## src/rtl/jk_cmd_driver.sv

```systemverilog
// ---------------------------------------------------------------------------
// jk_cmd_driver
//   Command stage in front of a jk_ff. A command is taken over a
//   valid/ready handshake. The driver then holds the command's {j,k} pattern
//   on the flop's inputs for the programmed number of cycles. While it does
//   so it tracks the flop's expected q in its own reference model and counts
//   how often the fed-back q disagrees with that model.
//
// Parameters
//   CW  width of cmd_count (drive cycles per command)
//   EW  width of err_count (saturating mismatch counter)
//
// Ports
//   clk        single clock, all state on its rising edge
//   rst        asynchronous, active-high reset
//   cmd_valid  command present, held by the source until accepted
//   cmd_ready  high only while idle
//   cmd_op     {j,k}: 00 HOLD, 01 RESET, 10 SET, 11 TOGGLE
//   cmd_count  number of cycles to drive cmd_op
//   j, k       registered drive to the jk_ff
//   q_in       q fed back from the jk_ff
//   done       one-cycle pulse when a command completes
//   pass       valid with done: model known and no mismatches
//   q_known    reference model holds a defined value
//   err_count  mismatches of the current/last command, saturating
// ---------------------------------------------------------------------------
module jk_cmd_driver #(
    parameter int CW = 8,
    parameter int EW = 8
) (
    input  logic          clk,
    input  logic          rst,
    input  logic          cmd_valid,
    output logic          cmd_ready,
    input  logic [1:0]    cmd_op,
    input  logic [CW-1:0] cmd_count,
    output logic          j,
    output logic          k,
    input  logic          q_in,
    output logic          done,
    output logic          pass,
    output logic          q_known,
    output logic [EW-1:0] err_count
);

    localparam logic [1:0] S_IDLE  = 2'd0;
    localparam logic [1:0] S_DRIVE = 2'd1;
    localparam logic [1:0] S_CHECK = 2'd2;

    localparam logic [1:0] OP_HOLD   = 2'b00;
    localparam logic [1:0] OP_RESET  = 2'b01;
    localparam logic [1:0] OP_SET    = 2'b10;
    localparam logic [1:0] OP_TOGGLE = 2'b11;

    logic [1:0]    state;
    logic [1:0]    op_r;
    logic [CW-1:0] cnt;       // drive cycles still to go, including the current one
    logic          first;     // current DRIVE cycle is D1 (jk_ff has not seen j/k yet)
    logic          q_model;

    logic          accept;
    logic          cmp_en;
    logic          mismatch;
    logic [EW-1:0] err_next;

    assign cmd_ready = (state == S_IDLE);
    assign accept    = cmd_valid && cmd_ready;

    // In D1 the flop has not clocked the new j/k yet, so q_in says nothing
    // about this command; compares start in D2 and end with the CHECK cycle.
    assign cmp_en   = q_known && (((state == S_DRIVE) && !first) || (state == S_CHECK));
    assign mismatch = cmp_en && (q_in != q_model);

    // NOTE: every signal written in always_comb gets a default first, so no
    // path through the block can leave it unassigned and infer a latch.
    always_comb begin
        err_next = err_count;
        if (mismatch && !(&err_count)) begin
            err_next = err_count + EW'(1);
        end
    end

    // NOTE: state registers use non-blocking assignments so every right-hand
    // side reads the value from before the edge (the model update and the
    // compare in the same DRIVE cycle both rely on this).
    always_ff @(posedge clk or posedge rst) begin
        if (rst) begin
            state     <= S_IDLE;
            op_r      <= OP_HOLD;
            cnt       <= '0;
            first     <= 1'b0;
            q_model   <= 1'b0;
            q_known   <= 1'b0;
            j         <= 1'b0;
            k         <= 1'b0;
            done      <= 1'b0;
            pass      <= 1'b0;
            err_count <= '0;
        end else begin
            done <= 1'b0;
            pass <= 1'b0;

            case (state)
                S_IDLE: begin
                    if (accept) begin
                        op_r      <= cmd_op;
                        cnt       <= cmd_count;
                        first     <= 1'b1;
                        err_count <= '0;
                        if (cmd_count == '0) begin
                            state <= S_CHECK;
                        end else begin
                            state <= S_DRIVE;
                            j     <= cmd_op[1];
                            k     <= cmd_op[0];
                        end
                    end
                end

                S_DRIVE: begin
                    err_count <= err_next;
                    first     <= 1'b0;

                    // The jk_ff clocks j/k on this same edge; keep the model in step.
                    case (op_r)
                        OP_RESET: begin
                            q_model <= 1'b0;
                            q_known <= 1'b1;
                        end
                        OP_SET: begin
                            q_model <= 1'b1;
                            q_known <= 1'b1;
                        end
                        OP_TOGGLE: q_model <= ~q_model;
                        default:   q_model <= q_model;
                    endcase

                    if (cnt == CW'(1)) begin
                        state <= S_CHECK;
                        j     <= 1'b0;
                        k     <= 1'b0;
                    end else begin
                        cnt <= cnt - CW'(1);
                    end
                end

                S_CHECK: begin
                    err_count <= err_next;
                    done      <= 1'b1;
                    pass      <= q_known && (err_next == '0);
                    state     <= S_IDLE;
                end

                default: begin
                    state <= S_IDLE;
                    j     <= 1'b0;
                    k     <= 1'b0;
                end
            endcase
        end
    end

endmodule

```

## config.mk

```make
export PLATFORM = sky130hd
export DESIGN_NAME = jk_cmd_driver
export DESIGN_NICKNAME = d
export VERILOG_FILES = /design/src/rtl/jk_cmd_driver.sv
export SDC_FILE = /design/constraint.sdc
export NUM_CORES = 1
export LEC_CHECK = 0
export BUFFER_PORTS_ARGS = -buffer_cell sky130_fd_sc_hd__buf_4
export CORE_MARGIN = 1.5
export CORE_UTILIZATION = 50
export CTS_CLUSTER_SIZE = 16
export DETAILED_ROUTE_END_ITERATION = 6
export GPL_TIMING_DRIVEN = 0
export PLACE_DENSITY = 0.72
export SLEW_MARGIN = 20
export SYNTH_ARGS = -nofsm -noshare
export SYNTH_HDL_FRONTEND = slang
export SYNTH_SLANG_ARGS = --single-unit
```

## constraint.sdc

```tcl
create_clock -name clk -period 3.55 [get_ports clk]
set_clock_uncertainty 0.15 [all_clocks]
set_input_delay 0.71 -clock clk [delete_from_list [all_inputs] [get_ports clk]]
set_output_delay 0.71 -clock clk [all_outputs]
set_load 0.01 [all_outputs]
```

# Word-level counts from Yosys, hierarchy flattened
# Index checks and enable logic that the tools add are counted.
# classes
muxes	22
n_reduce_logical	26
n_addsub	2
eq_ne	11
bitwise	2
# ops
cell	count
$mux W8	4
$pmux W8 S2	2
$logic_not A8 Y1	2
$reduce_and A2 Y1	6
$pmux W1 S3	3
$add A8 B1 Y8 const B	1
$eq A8 B1 Y1 const B	1
$mux W1	8
$reduce_and A8 Y1	1
$sub A8 B1 Y8 const B	1
$eq A2 B2 Y1 const B	3
$logic_and A1 B1 Y1	6
$mux W2	3
$eq A2 B1 Y1 const B	2
$ne A2 B1 Y1 const B	2
$ne A2 B2 Y1 const B	2
$pmux W2 S2	1
$reduce_and A4 Y1	1
$reduce_bool A2 Y1	2
$reduce_or A2 Y1	2
$reduce_and A3 Y1	1
$reduce_bool A3 Y1	1
$logic_not A1 Y1	2
$logic_not A2 Y1	1
other kinds (4)	5
# word_totals
output_inout_bits	14
elab_cells	74
in_bits	14
ff_bits	27

# Logic depth before layout (Yosys ltp)
# depth
ltp_word	10
mapped_depth	8

# Worst setup path after synthesis
# No wires, ideal clock.
# synth_timing
kind	register to register
from	register cnt[1]
to	register j
setup_ns	0.069
n_path_buf	0
synth_period_minus_slack_ns	2.080
slack_ns	1.470
t_arrival_ns	1.861
stages_incl_launch_ff	8
cell_sequence	dfrtp_1 > inv_1 > ha_1 > or4b_1 > o21ai_2 > nand2_1 > or4_1 > nand3_1
# synth_between
elab_chain_len	3
# synth_rtl
item	line	text
start, declared	57	logic [CW-1:0] cnt;
start signal, assigned	107	cnt <= cmd_count;
start signal, assigned	143	cnt <= cnt - CW'(1);
$eq A8 B1 Y1	138	if (cnt == CW'(1)) begin
$ne A2 B1 Y1 (no source line)	n/a	
$reduce_and A4 Y1 (no source line)	n/a	
end signal, assigned	114	j <= cmd_op[1];
end, declared	37	output logic j,
# Every way passes these cells.
# A chain may end at the register's enable or synchronous reset.

# Worst setup path after layout
# layout_timing
from	register cnt[1]
to	register k
# layout_between
elab_chain_len	3
# layout_rtl
item	line	text
$eq A8 B1 Y1	138	
$ne A2 B1 Y1 (no source line)	n/a	
$reduce_and A4 Y1 (no source line)	n/a	
end signal, assigned	115	k <= cmd_op[0];
end, declared	38	output logic k,
# Every way passes these cells.

==> impl_metrics.env <==
export IMPL_status="complete, no violations"
export IMPL_initial_core_util=0.539
export IMPL_ys_flop_type="dfrtp_1"
export IMPL_setup_violations=0
export IMPL_pwr_share_clk=0.102
export IMPL_clock_sinks=27
export IMPL_fill_cells=297
export IMPL_min_period_ps=2290
export IMPL_hp_class="in2async"
export IMPL_r2r_cells=7
export IMPL_drive_gt1_frac=0.196
export IMPL_layout_cells_non_filler=263
export IMPL_cp_required_ps=3680
export IMPL_slew_headroom=0.592
export IMPL_vias_per_cell=5.72
export IMPL_coreArea_um2=3130
export IMPL_ant_nets=0
export IMPL_drt_wl_total_um=3670
export IMPL_die_x_um=61.1
export IMPL_path_clk_slew_ps=160
export IMPL_layout_common_cells="27 x dfrtp_1, 27 x buf_4, 23 x nand2_1, 14 x o21ai_0, 12 x inv_1"
export IMPL_ys_top_cells_by_area="dfrtp_1 40%, ha_1 6.7%, nand2_1 5.1%"
export IMPL_dp_hpwl_um=2730
export IMPL_clockBufferDepth=2
export IMPL_synthesis_instances=188
export IMPL_cts_root_buf="clkbuf_4"
export IMPL_rsz0062_at_grt="no"
export IMPL_die_h_um=61.1
export IMPL_max_cap_violations=0
export IMPL_boundaryPins=28
export IMPL_antenna_found_initial=0
export IMPL_slew_violations=0
export IMPL_period_share=0.645
export IMPL_postCtsSetupBuffers=0
export IMPL_ir_worst_vdd_mv=0.359
export IMPL_ys_seq_elements=27
export IMPL_finalHoldViolCount=0
export IMPL_cts_hold_buf=0
export IMPL_p_per_area_nw_per_um2=707
export IMPL_nNetsFinal=243
export IMPL_drtPass1Iterations=4
export IMPL_yosysWarnings=0
export IMPL_critPathLaunchType="flip-flop"
export IMPL_clk_latency_ps=350
export IMPL_p_switching_uw=625
export IMPL_grt_pass1_wl_um=6290
export IMPL_drtIter0Drc=73
export IMPL_fmax_mhz=437
export IMPL_multi_input_area_um2=935
export IMPL_timing_rr_start="cnt[1]"
export IMPL_p_leak_nw=0.865
export IMPL_vias=1504
export IMPL_combPwrFrac=0.532
export IMPL_grt_max_degree=28
export IMPL_gr_total_overflow=0
export IMPL_critPathKind="reg2reg"
export IMPL_rows=20
export IMPL_netlist_area_leader_share=0.401
export IMPL_first_global_vias=1454
export IMPL_critPathSlowestCell="or4_1"
export IMPL_wl_per_cell_um=14.0
export IMPL_dieArea_um2=3730
export IMPL_cp_end_kind="flip-flop"
export IMPL_syn_area_per_cell_um2=8.97
export IMPL_cts_made_buffers=3
export IMPL_final_setup_tns_ps=0
export IMPL_syn2layout_area_growth_pct=16.9
export IMPL_crit_chain="inv_1, ha_1, or4b_1, o21ai_2, nand2_1, or4_1, nand3_1"
export IMPL_switching_share=0.448
export IMPL_dp_cells=259
export IMPL_tritoncts="done"
export IMPL_grt_use_total=0.221
export IMPL_critPathMaxFanout=6
export IMPL_seq_power_share=0.366
export IMPL_r2r_setup_slack_ps=1260
export IMPL_yosysSeqAreaShare=0.401
export IMPL_tightest_slew_ps=610
export IMPL_place_gp_congestion=0.898
export IMPL_drc=0
export IMPL_numPortBuffers=27
export IMPL_synth_top_area_cell="dfrtp_1"
export IMPL_critPathMaxStageDelay_ps=530
export IMPL_yosysUniqueCellTypes=44
export IMPL_reg2reg_to="k"
export IMPL_p_int_uw=769
export IMPL_htreeDepth=1
export IMPL_hold_slack_ps=244
export IMPL_synth_edff_count=0
export IMPL_syn_nets=211
export IMPL_diodes=0
export IMPL_synthArstFlopShare=1.00
export IMPL_critPathArrivalTime_ps=2420
export IMPL_netlist_area_um2=1690
export IMPL_seqCellArea_um2=676
export IMPL_cts_resized=0
cell usage after synthesis (3+ instances only):
library cell / n
nand3_1: 9
nand2_1: 23
nand4_1: 3
clkbuf_1: 5
o21ai_0: 14
inv_1: 13
a21oi_1: 10
o31ai_1: 3
mux2i_1: 6
o22a_1: 8
ha_1: 9
nor2_1: 11
dfrtp_1: 27
nand2b_1: 4
or4_1: 4
a22o_1: 4
per-layer routing:
| metal | track usage | share of wire |
|---|---|---|
| met1 | 0.297 | 0.47 |
| met5 | 0 | 0 |
| met3 | 0.0210 | 0.034 |
| met4 | 0.0807 | 0.013 |
| met2 | 0.371 | 0.49 |
through the flow:
step | area (um2) | power (mW) | utilization | setup slack [ps]
final | 1970 | 1.39 | 0.630 | 1260
after global routing | 1970 | 1.52 | 0.630 | 1030
after CTS | 1970 | 1.40 | 0.630 | 1270
after detailed placement | 1940 | 1.26 | 0.622 | 1230
after global placement | 1940 | 1.23 | 0.622 | 1210
after floorplan | 1690 | 1.04 | - | 1470
cell type report:
cell class / count / area share
plain buffers: 7 / 0.0140
flip-flops and latches: 27 / 0.343
clock inverters: 1 / 0.00254
clock buffers: 3 / 0.0114
multi-input cells: 141 / 0.474
well taps: 44 / 0.0279
repair buffers: 27 / 0.103
inverters: 13 / 0.0247
registers in the layout, summed over array words and instances (netlist names):
| signal | cells |
|---|---|
| j | 1 |
| pass | 1 |
| k | 1 |
| q_known | 1 |
| op_r | 2 |
| done | 1 |
| first | 1 |
| q_model | 1 |
| cnt | 8 |
| err_count | 8 |
| state | 2 |
cell families (layout without fill, tap and decap cells):
| group | Yosys count | in the layout | synth area share |
|---|---|---|---|
| flops | 27 | 27 | 0.401 |
| simple gates | 70 | 70 | 0.216 |
| xor+xnor | 2 | 2 | 0.0104 |
| fa+ha+maj | 9 | 9 | 0.0668 |
| compound gates | 52 | 52 | 0.212 |
| mux | 8 | 8 | 0.0490 |
| buf+inv | 20 | 51 | 0.0453 |
worst max-delay path, delay by kind of cell, from the launching register on:
kind | cells | cell delay [ps]
buffers and inverters | 1 | 100
AOI/OAI and AO/OA | 1 | 180
DFF | 1 | 430
adders and majority gates | 1 | 140
and+or+nand+nor | 4 | 1230
power by group through the flow:
stage                     sequential [mW]  combinational [mW]  clock (mW)
after floorplan                     0.508               0.529           0
after global placement              0.511               0.718           0
after detailed placement            0.518               0.742           0
after CTS                           0.511               0.746       0.141
after global routing                0.526               0.841       0.157
final                               0.511               0.742       0.142
how the worst max path moves through the flow:
stage	slack, ps	to	from	cells past startpoint
after CTS	1270	cnt[0]	state[0]	8
after global routing	1030	cnt[0]	state[0]	8
after detailed placement	1230	pass	q_in	6
after global placement	1210	pass	q_in	6
final	1260	k	cnt[1]	7
after floorplan	1470	j	cnt[1]	7
(Power assumes the default switching activity.)
